<file path="src/rtl/reset_sequencer_pkg.sv">
// Shared types and sizing helpers for the staged reset sequencer.
package reset_seq_pkg;

  typedef enum logic [1:0] {
    S_SYNC = 2'd0,
    S_HOLD = 2'd1,
    S_REL  = 2'd2,
    S_DONE = 2'd3
  } seq_state_t;

  localparam int unsigned RC_W = 8;

  function automatic int unsigned max_u(input int unsigned a, input int unsigned b);
    return (a > b) ? a : b;
  endfunction

endpackage

</file>
<file path="src/rtl/reset_sequencer_if.sv">
// Request/status bundle between the reset sequencer and its consumers.
interface reset_sequencer_if
  import reset_seq_pkg::*;
#(
  parameter int unsigned N_CH = 3
) ();

  logic                 sw_rst_req;
  logic [N_CH-1:0]      ack_in;
  logic [N_CH-1:0]      rstn_out;
  logic                 busy;
  logic                 done;
  logic [RC_W-1:0]      restart_cnt;

  modport master (
    output sw_rst_req,
    output ack_in,
    input  rstn_out,
    input  busy,
    input  done,
    input  restart_cnt
  );

  modport slave (
    input  sw_rst_req,
    input  ack_in,
    output rstn_out,
    output busy,
    output done,
    output restart_cnt
  );

endinterface

</file>
<file path="src/rtl/reset_sequencer_sync_chain.sv">
// Async-clear shift register that synchronises rst_level deassertion.
module rst_sync_chain #(
  parameter int unsigned DEPTH = 2
) (
  input  logic clk,
  input  logic rst,
  output logic sync_ok
);

  logic [DEPTH-1:0] chain;

  always_ff @(posedge clk or posedge rst) begin
    if (rst) begin
      chain <= '0;
    end else begin
      chain <= {chain[DEPTH-2:0], 1'b1};
    end
  end

  assign sync_ok = chain[DEPTH-1];

endmodule

</file>
<file path="src/rtl/reset_sequencer.sv">
// Staged multi-channel active-low reset generator with software restart.
// Optional macro RESET_SEQ_ACK_EN gates each release on the previous channel's ack.
module reset_sequencer
  import reset_seq_pkg::*;
#(
  parameter int unsigned N_CH        = 3,
  parameter int unsigned SYNC_STAGES = 2,
  parameter int unsigned MIN_ASSERT  = 4,
  parameter int unsigned STAGE_GAP   = 3
) (
  input  logic                   clk,
  input  logic                   rst_level,
  reset_sequencer_if.slave       bus
);

  localparam int unsigned CNT_W = $clog2(max_u(MIN_ASSERT, STAGE_GAP) + 1);
  localparam int unsigned IDX_W = (N_CH > 1) ? $clog2(N_CH) : 1;

  seq_state_t       state_q, state_d;
  logic [CNT_W-1:0] cnt_q, cnt_d;
  logic [IDX_W-1:0] idx_q, idx_d;
  logic             wait_q, wait_d;
  logic [N_CH-1:0]  rstn_q, rstn_d;
  logic             busy_q, busy_d;
  logic             done_q, done_d;
  logic [RC_W-1:0]  rcnt_q, rcnt_d;
  logic             rel;
  logic             sync_ok;

  rst_sync_chain #(.DEPTH(SYNC_STAGES)) u_sync (
    .clk     (clk),
    .rst     (rst_level),
    .sync_ok (sync_ok)
  );

  always_ff @(posedge clk or posedge rst_level) begin
    if (rst_level) begin
      state_q <= S_SYNC;
      cnt_q   <= '0;
      idx_q   <= '0;
      wait_q  <= 1'b0;
      rstn_q  <= '0;
      busy_q  <= 1'b1;
      done_q  <= 1'b0;
      rcnt_q  <= '0;
    end else begin
      state_q <= state_d;
      cnt_q   <= cnt_d;
      idx_q   <= idx_d;
      wait_q  <= wait_d;
      rstn_q  <= rstn_d;
      busy_q  <= busy_d;
      done_q  <= done_d;
      rcnt_q  <= rcnt_d;
    end
  end

  always_comb begin
    state_d = state_q;
    cnt_d   = cnt_q;
    idx_d   = idx_q;
    wait_d  = wait_q;
    rstn_d  = rstn_q;
    busy_d  = busy_q;
    done_d  = done_q;
    rcnt_d  = rcnt_q;
    rel     = 1'b0;

    if (bus.sw_rst_req && (state_q != S_SYNC)) begin
      state_d = S_HOLD;
      cnt_d   = CNT_W'(MIN_ASSERT - 1);
      idx_d   = '0;
      wait_d  = 1'b0;
      rstn_d  = '0;
      busy_d  = 1'b1;
      done_d  = 1'b0;
      if (rcnt_q != '1) rcnt_d = rcnt_q + 1'b1;
    end else begin
      unique case (state_q)
        // sync_ok is seen one edge after it rises, so the hold count is one shorter here
        S_SYNC: begin
          if (sync_ok) begin
            if (MIN_ASSERT == 1) begin
              rel = 1'b1;
            end else begin
              cnt_d   = CNT_W'(MIN_ASSERT - 2);
              state_d = S_HOLD;
            end
          end
        end
        S_HOLD: begin
          if (cnt_q == '0) rel = 1'b1;
          else             cnt_d = cnt_q - 1'b1;
        end
        S_REL: begin
`ifdef RESET_SEQ_ACK_EN
          if (wait_q) begin
            if (bus.ack_in[idx_q - 1'b1]) begin
              wait_d = 1'b0;
              cnt_d  = CNT_W'(STAGE_GAP - 1);
            end
          end else
`endif
          if (cnt_q == '0) rel = 1'b1;
          else             cnt_d = cnt_q - 1'b1;
        end
        S_DONE: ;
        default: state_d = S_SYNC;
      endcase
    end

    if (rel) begin
      rstn_d[idx_q] = 1'b1;
      if (idx_q == IDX_W'(N_CH - 1)) begin
        state_d = S_DONE;
        busy_d  = 1'b0;
        done_d  = 1'b1;
      end else begin
        idx_d   = idx_q + 1'b1;
        cnt_d   = CNT_W'(STAGE_GAP - 1);
        state_d = S_REL;
`ifdef RESET_SEQ_ACK_EN
        wait_d  = 1'b1;
`endif
      end
    end
  end

`ifndef RESET_SEQ_ACK_EN
  logic unused_ack;
  assign unused_ack = ^bus.ack_in;
`endif

  assign bus.rstn_out    = rstn_q;
  assign bus.busy        = busy_q;
  assign bus.done        = done_q;
  assign bus.restart_cnt = rcnt_q;

endmodule
</file>
<file path="src/flat_wrapper.sv">
// flat-port wrapper written by rule: the top's interface ports become plain ports
module reset_sequencer_flat import reset_seq_pkg::*;
#(
  parameter int unsigned N_CH        = 3,
  parameter int unsigned SYNC_STAGES = 2,
  parameter int unsigned MIN_ASSERT  = 4,
  parameter int unsigned STAGE_GAP   = 3
)
  (clk, rst_level, bus_sw_rst_req, bus_ack_in, bus_rstn_out, bus_busy, bus_done, bus_restart_cnt);
  reset_sequencer_if #(.N_CH(N_CH)) bus_i ();
  input  logic clk;
  input  logic rst_level;
  input wire logic [$bits(bus_i.sw_rst_req)-1:0] bus_sw_rst_req;
  input wire logic [$bits(bus_i.ack_in)-1:0] bus_ack_in;
  output wire logic [$bits(bus_i.rstn_out)-1:0] bus_rstn_out;
  output wire logic [$bits(bus_i.busy)-1:0] bus_busy;
  output wire logic [$bits(bus_i.done)-1:0] bus_done;
  output wire logic [$bits(bus_i.restart_cnt)-1:0] bus_restart_cnt;
  assign bus_i.sw_rst_req = bus_sw_rst_req;
  assign bus_i.ack_in = bus_ack_in;
  assign bus_rstn_out = bus_i.rstn_out;
  assign bus_busy = bus_i.busy;
  assign bus_done = bus_i.done;
  assign bus_restart_cnt = bus_i.restart_cnt;
  reset_sequencer #(.N_CH(N_CH), .SYNC_STAGES(SYNC_STAGES), .MIN_ASSERT(MIN_ASSERT), .STAGE_GAP(STAGE_GAP)) u_core (.clk(clk), .rst_level(rst_level), .bus(bus_i));
endmodule
</file>
<file path="config.mk">
export PLATFORM = sky130hd
export DESIGN_NAME = reset_sequencer_flat
export DESIGN_NICKNAME = d
export VERILOG_FILES = /design/src/rtl/reset_sequencer_pkg.sv /design/src/rtl/reset_sequencer_if.sv /design/src/rtl/reset_sequencer_sync_chain.sv /design/src/rtl/reset_sequencer.sv /design/src/flat_wrapper.sv
export SDC_FILE = /design/constraint.sdc
export NUM_CORES = 1
export LEC_CHECK = 0
export ABC_AREA = 1
export BUFFER_PORTS_ARGS = -buffer_cell sky130_fd_sc_hd__buf_2
export CAP_MARGIN = 20
export CORE_UTILIZATION = 30
export DETAILED_ROUTE_END_ITERATION = 6
export PLACE_DENSITY_LB_ADDON = 0.2
export SETUP_SLACK_MARGIN = 0.2
export SKIP_CTS_REPAIR_TIMING = 1
export SLEW_MARGIN = 20
export SYNTH_ARGS = -nofsm -noshare
export SYNTH_HDL_FRONTEND = slang
export SYNTH_SLANG_ARGS = --single-unit
</file>
<file path="constraint.sdc">
create_clock -name clk -period 2 [get_ports clk]
set_clock_uncertainty 0.05 [all_clocks]
set_input_delay 0.6 -clock clk [delete_from_list [all_inputs] [get_ports clk]]
set_output_delay 0.6 -clock clk [all_outputs]
set_load 0.02 [all_outputs]
</file>
* Word-level counts from Yosys, hierarchy flattened
Cells that the tools add are included.
Word-level totals: bits in registers 22, output and inout port bits 13
Operators by class: add/sub/neg operators 3, magnitude comparators 2, equality and inequality tests 4, mux-type cells 27, bitwise operators 1, reductions and logical operators 10
Operators by type and width (number):
- 2-to-1 mux 3 bit | 7
- 2-to-1 mux 2 bit | 7
- 2-to-1 mux 1 bit | 11
- adder 8 x 1 -> 8 bit (second input constant) | 1
- != test 8 bit (second input constant) | 1
- case mux 3 bit (2 select lines) | 1
- nonzero test 3 bit | 2
- == test 2 bit (second input constant) | 2
- AND reduction 2 bit | 2
- logical NOT 3 bit | 1
- less-than comparator 2 x 3 -> 1 bit (second input constant) | 1
- bitwise OR 3 bit | 1
- subtractor 3 x 1 -> 3 bit (second input constant) | 1
- adder 2 x 1 -> 2 bit (second input constant) | 1
- demux 1 bit (select 2 bit) | 1
- == test 2 x 1 -> 1 bit (second input constant) | 1
- >= comparator 2 x 1 -> 1 bit (second input constant) | 1
- logical AND 1 bit | 2
- logical NOT 2 bit | 1
- nonzero test 2 bit | 1
- OR reduction 2 bit | 1

* Logic depth before layout (Yosys ltp)
Gate-level depths: netlist of run 1.
word-level depth 6, depth in mapped cells 9, gate-level depth less buffers 9

* Modules after synthesis
From an unflattened synthesis of run 1, not the netlist that was laid out.
Second synthesis, totals: cells, all modules 148, area, all modules 1192.4 um2
Modules (own cells, without submodules):
- reset_sequencer | times used 1, cells each 144, area each 1134.8 um2, sequential area each 501.7 um2
- rst_sync_chain | times used 1, cells each 4, area each 57.6 um2, sequential area each 50.0 um2

* Least setup slack after synthesis of run 1
No wires, ideal clock.
kind flip-flop to flip-flop, start point register u_core.rcnt_q[0] (netlist: u_core.bus.restart_cnt[0]), end point register u_core.rcnt_q[3] (netlist: u_core.bus.restart_cnt[3]), setup time 0.119 ns, arrival 1.206 ns, required time 1.831 ns, path slack 0.625 ns, stages on the path, launching flop included 9, buffers on the path 0, period minus slack after synthesis 1.375 ns, path through dfrtp_1 > ha_1 > inv_1 > nor2_4 > nand2_4 > nand2_8 > inv_6 > nand2_2 > o21ai_2
Between the ends: word-level cells in the longest chain between the ends 2, elaborated cells between the ends (all ways) 3, classes of those cells add/sub: 1; eq/ne: 1; reduce/logical: 1
Ends and longest elaborated chain:
- start, declared | line reset_sequencer.sv:26 | logic [RC_W-1:0] rcnt_q, rcnt_d;
- start signal, assigned | line reset_sequencer.sv:54 | rcnt_q <= rcnt_d;
- parallel branches: the longest is 2 deep, another holds adder 8 x 1 -> 8 bit
Parallel ways; which one is timed is not known. A chain may end at the register's enable or synchronous reset.

* Worst setup path in the final report of run 1
start point register u_core.busy_q (netlist: u_core.bus.busy), end point output bus_busy
RTL lines:
- start, declared | line reset_sequencer.sv:24 | logic busy_q, busy_d;
- start signal, assigned | line reset_sequencer.sv:52 | busy_q <= busy_d;
- end, declared | line flat_wrapper.sv:16 | output wire logic [$bits(bus_i.busy)-1:0] bus_busy;
No word-level cell between the ends.

==> impl_metrics.py, run 1 <==
metrics = {
    "run_status": {
        "status": "completed",
    },
    "timing": {
        "rsz0062_at_grt": "no",
        "fmax_ghz": 0.627,
        "hold_viol": 0,
        "timing.final.crit_share_pct": 79.7,
        "finalSetupViolCount": 0,
        "finalMaxSlewViolations": 0,
        "hold_slack_ns": 0.304,
        "setup_tns_ns": 0,
        "period_needed_ns": 1.59,
    },
    "worst_hold_path": {
        "worstHoldEndpoint": "u_core.u_sync.chain[1]",
        "worstHoldPathCells": 0,
        "hp-start": "u_core.u_sync.chain[0]",
        "min_path_type": "reg -> reg",
    },
    "setup_path": {
        "reg2reg_slack_ns": 0.46,
        "r2r-start": "u_core.state_q[1]",
        "critPathMaxStageDelay_ns": 0.53,
        "reg2reg_depth": 8,
        "critPathCaptureType": "output pin",
        "worstPathArrival_ns": 0.94,
        "crit_type": "reg -> out",
        "crit_buf_inv": 1,
        "cp_cell_sequence": "buf_2",
        "startpoint_type": "flip-flop",
        "cp_max_fo": 2,
        "cpLargestDelayFamily": "flip-flops",
        "r2r-end": "u_core.state_q[1]",
        "crit_required_ns": 1.35,
        "cp_slowest_cell": "dfstp_2",
    },
    "grt": {
        "grt_max_degree": 23,
        "antenna_found_initial": 0,
        "grt_pass1_wl_um": 4110,
        "grtUsageTotal_pct": 12.2,
        "first_global_vias": 950,
        "grt-ovfl-total": 0,
    },
    "floorplan": {
        "dieArea_mm2": 0.00426,
        "core_area_mm2": 0.00374,
        "row_count": 22,
        "die_y_um": 65.3,
        "initial_core_util_pct": 32.1,
        "num_io_pins": 19,
        "die-width_um": 65.3,
    },
    "synthesis": {
        "ys_ff_latch": 22,
        "yosysMostFrequentCell": "nand2_1",
        "synthTopCellsByCount": "42 x nand2_1, 25 x inv_1, 21 x dfrtp_1",
        "synth_nets": 157,
        "synth_edf_count": 0,
        "yosysSeqAreaShare_pct": 45.9,
        "synthArstFlopShare_pct": 100,
        "synthesis.instances": 146,
        "synth_ff_type": "dfrtp_1",
        "avgSynthCellArea_um2": 8.23,
        "yosysWarnings": 0,
        "synth_area_leaders": "dfrtp_1 44%, nand2_1 13%, inv_1 7.8%, ha_1 5.2%, nand3_1 3.3%",
        "yosysTopAreaCellShare_pct": 43.8,
        "syn_area_mm2": 0.00120,
        "yosysTopAreaCell": "dfrtp_1",
        "synth_cell_types": 26,
    },
    "clock_tree": {
        "cts_sinks": 22,
        "clk_latency_ns": 0.26,
        "cts_buffers": 3,
        "cts_tree": "built",
        "path_clk_slew_ns": 0.08,
        "clock_path_buffers": 2,
        "clockRootBuffer": "clkbuf_8",
        "htreeDepth": 1,
    },
    "pwr": {
        "vdd_drop_max_uv": 440,
        "power_density_mw_per_mm2": 1230,
        "totalPowerFinal_mw": 1.72,
        "power.leakage_nw": 0.757,
    },
    "placed_design": {
        "gp_congestion": 0.745,
        "dp_cells": 210,
        "hpwl_um": 1650,
        "io_buffers": 15,
    },
    "final_layout": {
        "finalNetCount": 178,
        "fillers": 429,
        "syn_to_final_growth_pct": 16.6,
        "final_util_pct": 37.4,
        "fin_cells": 214,
        "drive_gt1_share_pct": 22.3,
        "diodes": 0,
    },
    "routing": {
        "ant_nets": 0,
        "met1_length_um": 1090,
        "dr_total_vias": 930,
        "drc_errors": 0,
        "wl_met2_um": 988,
        "top_layer": "met4",
        "routed_wl_um": 2150,
        "avgViaCountPerCell": 4.35,
        "drt_iter0_markers": 25,
        "firstDrtPassIters": 4,
        "dr_wl_met3_um": 39,
        "routedWlPerCell_um": 10.0,
    },
    "flow_run": {
        "drv_cap": 0,
    },
}
==> per-stage QoR <==
stage	worst slack [ns]	instance area, µm²
floorplan	0.625	1200
global placement	0.330	1340
detailed placement	0.272	1340
CTS	0.307	1400
global route	0.271	1400
finish	0.405	1400
==> cell usage in the layout, fill, tap and decap left out <==
cell type / synthesis / final
nand2_1: 42 / 42
inv_1: 25 / 25
dfrtp_1: 21 / 21
buf_2: 0 / 15
nand3_1: 8 / 8
nor2_1: 7 / 7
o21ai_0: 6 / 6
nand2_2: 5 / 5
ha_1: 5 / 5
clkbuf_8: 0 / 4
nor2_4: 2 / 3
nand4_1: 3 / 3
xnor2_1: 2 / 2
o21ai_2: 2 / 2
a21oi_1: 2 / 2
o21ai_1: 2 / 2
nor3_1: 2 / 2
buf_4: 0 / 2
nor2_2: 2 / 1
nand2_4: 1 / 1
nand2_8: 1 / 1
inv_6: 1 / 1
xor2_1: 1 / 1
nand3_2: 1 / 1
o21a_1: 1 / 1
nand3b_1: 1 / 1
dfstp_2: 1 / 1
conb_1: 1 / 1
==> how the worst max path moves through the flow <==
stage,from,endpoint,slack [ns],cells past startpoint
final,u_core.bus.busy,bus_busy,0.41,1
after global routing,u_core.state_q[1],u_core.state_q[1],0.27,8
after CTS,u_core.state_q[1],u_core.state_q[1],0.31,8
after detailed placement,bus_sw_rst_req,u_core.state_q[1],0.27,8
after global placement,bus_sw_rst_req,u_core.state_q[1],0.33,8
after floorplan,u_core.bus.restart_cnt[0],u_core.bus.restart_cnt[3],0.63,8
==> cell families (layout without fill, tap and decap cells) <==
family	count (synthesis)	in the layout	share of synthesized area (%)
AOI/OAI and AO/OA	13	13	6.25
xor gates and xnor gates	3	3	2.19
adders and majority gates	5	5	5.21
buffers and inverters	27	47	9.48
DFF	22	22	45.9
other	1	1	0.312
and+or+nand+nor	75	75	30.6
==> worst register-to-register path: stages, from the launching register on <==
cell and delay, ns:
dfrtp_1 0.38, inv_1 0.05, ha_1 0.23, nor2_4 0.21, inv_1 0.16, nand2_1 0.14
inv_1 0.07, nand3_1 0.06, o21ai_0 0.08
==> layout make-up <==
type | count | area (µm²) | share of cell area, %
inverters | 26 | 103 | 7.33
repair buffers | 17 | 90.1 | 6.43
clock buffers | 4 | 55.1 | 3.93
flip-flops and latches | 22 | 552 | 39.4
multi-input cells | 97 | 541 | 38.6
well taps | 48 | 60.1 | 4.29
==> layer usage <==
metal / up-vias / track usage, %
met4: 0 / 4.08
met5: - / 0
met2: 7 / 19.7
met3: 2 / 2.08
met1: 434 / 16.4
li1: 487 / -
==> power by group <==
group	internal, mW	switching (mW)	total, mW
Sequential	0.557	0.0981	0.655
Combinational	0.272	0.474	0.746
Clock	0.175	0.142	0.317
Total	1.00	0.713	1.72
==> sequential cells by signal (all words and copies together) (netlist names) <==
| register | flops |
|---|---|
| u_core.idx_q | 2 |
| u_core.bus.busy | 1 |
| u_core.cnt_q | 3 |
| u_core.bus.rstn_out | 3 |
| u_core.bus.restart_cnt | 8 |
| u_core.u_sync.chain | 2 |
| u_core.state_q | 2 |
| u_core.bus.done | 1 |
No activity file was read; power rests on OpenSTA's default activity.
==> run 2: changes to the inputs <==
==> constraint.sdc (replaced) <==
create_clock -name clk -period 1.4 [get_ports clk]
set_clock_uncertainty 0.05 [all_clocks]
set_input_delay 0.42 -clock clk [delete_from_list [all_inputs] [get_ports clk]]
set_output_delay 0.42 -clock clk [all_outputs]
set_load 0.02 [all_outputs]
==> run 2 against run 1 <==
  * Sequential cell count unchanged
  * Sequential share of layout area down 6.7 points
  * Clock-buffer cell count unchanged
  * Die area unchanged
  * Sequential power up 52%
  * First-iteration DRC count down 52%
  * Clock power up 43%
==> impl_metrics.py, run 2 (synthesized netlist as in run 1, its figures left out) <==
metrics = {
    "routing": {
        "dr_total_vias": 974,
        "avgViaCountPerCell": 4.35,
        "routedWlPerCell_um": 10.8,
        "drt_iter0_markers": 12,
        "drc_errors": 0,
        "routed_wl_um": 2420,
        "ant_nets": 0,
        "firstDrtPassIters": 4,
    },
    "final_layout": {
        "regArea_um2": 559,
        "drive_gt1_share_pct": 46.6,
        "final_common_cell": "nand2_1",
        "multi_input_area_um2": 672,
        "fillers": 367,
        "diodes": 0,
        "finalNetCount": 188,
        "largest_reg_flops": 8,
        "final_util_pct": 45.7,
        "syn_to_final_growth_pct": 42.3,
        "final_area_mm2": 0.00171,
        "final_cell_mix": "32 x nand2_1, 18 x inv_1, 15 x dfrtp_1",
        "fin_cells": 224,
    },
    "setup_path": {
        "crit_required_ns": 0.93,
        "cp_max_fo": 2,
        "cp_cell_sequence": "buf_6",
        "critPathMaxStageDelay_ns": 0.55,
        "crit_buf_inv": 1,
        "critPathCaptureType": "output pin",
        "cpLargestDelayFamily": "flip-flops",
        "reg2reg_slack_ns": 0.07,
        "cp_slowest_cell": "dfstp_2",
        "startpoint_type": "flip-flop",
        "crit_type": "reg -> out",
        "worstPathArrival_ns": 0.92,
    },
    "clock_tree": {
        "cts_tree": "built",
        "htreeDepth": 1,
        "cts_sinks": 22,
        "path_clk_slew_ns": 0.08,
        "clk_latency_ns": 0.26,
        "cts_buffers": 3,
        "clock_path_buffers": 2,
        "clockRootBuffer": "clkbuf_8",
    },
    "worst_hold_path": {
        "min_path_type": "in -> async",
    },
    "floorplan": {
        "die_y_um": 65.3,
        "dieArea_mm2": 0.00426,
        "initial_core_util_pct": 32.1,
        "core_area_mm2": 0.00374,
        "num_io_pins": 19,
        "die-width_um": 65.3,
        "row_count": 22,
    },
    "timing": {
        "rsz0062_at_grt": "yes",
        "timing.final.crit_share_pct": 99.4,
        "fmax_ghz": 0.719,
        "hold_viol": 0,
        "period_needed_ns": 1.39,
        "finalSetupViolCount": 0,
        "finalMaxSlewViolations": 0,
        "fin_ws_ns": 0.00849,
    },
    "flow_run": {
        "drv_cap": 0,
    },
    "grt": {
        "grtUsageTotal_pct": 12.9,
        "grt_max_degree": 13,
        "antenna_found_initial": 0,
        "grt_pass1_wl_um": 4280,
        "first_global_vias": 957,
        "grt-ovfl-total": 0,
    },
    "pwr": {
        "totalPowerFinal_mw": 3.07,
        "vdd_drop_max_uv": 1060,
        "power_density_mw_per_mm2": 1800,
        "power.leakage_nw": 0.844,
    },
    "placed_design": {
        "io_buffers": 15,
        "dp_cells": 212,
        "gp_congestion": 0.782,
        "dpl_cell_area_mm2": 0.00141,
        "post-place-ws_ns": 0.0463,
        "hpwl_um": 1760,
    },
    "run_status": {
        "status": "completed",
    },
}
==> run 2: changes by cell type in the layout (fill, tap and decap cells not counted), moves of 4 or more <==
cell / before / now
o21ai_0: 6 / 2
nand2_2: 5 / 11
dfrtp_2: 0 / 6
inv_1: 25 / 18
inv_2: 0 / 6
buf_6: 0 / 14
nand2_1: 42 / 32
buf_4: 2 / 11
dfrtp_1: 21 / 15
buf_2: 15 / 2
ha_1: 5 / 0
nand2_4: 1 / 5
==> run 2: power by group <==
| group | switching [mW] | internal [mW] | leakage, nW | total, mW |
|---|---|---|---|---|
| registers | 0.187 | 0.808 | 0.271 | 0.995 |
| clock network | 0.202 | 0.250 | 0.0288 | 0.453 |
| logic | 0.860 | 0.764 | 0.545 | 1.62 |
==> run 2: worst paths after layout <==
path                       cells past startpoint                   start                     end
max                                            1         u_core.bus.busy                bus_busy
min                                            2               rst_level  u_core.u_sync.chain[0]
max reg2reg                                    7       u_core.state_q[1]       u_core.state_q[0]
min reg2reg                                    0  u_core.u_sync.chain[0]  u_core.u_sync.chain[1]
max in group asynchronous                      3               rst_level         u_core.bus.busy
min in group clk                               0  u_core.u_sync.chain[0]  u_core.u_sync.chain[1]
==> run 2: metal layers <==
metal,share of wire (%),vias up,track usage [%]
li1,-,507,-
met3,2.2,2,1.74
met4,0.87,0,5.71
met1,51,456,17.7
met2,46,9,20.2
met5,0,-,0
==> run 2: cell type report <==
class / count / share of cell area (%)
Timing Repair Buffer: 27 / 14.6
Tap cell: 48 / 3.51
Clock buffer: 4 / 3.22
Multi-Input combinational cell: 97 / 39.3
Sequential cell: 22 / 32.7
Inverter: 26 / 6.59
==> run 2: through the flow <==
step,TNS (ns),hold WS (ns)
floorplan,0,0.281
global placement,0,0.284
detailed placement,0,0.287
CTS,-0.0408,0.0216
global route,-0.0654,0.0294
finish,0,0.0194
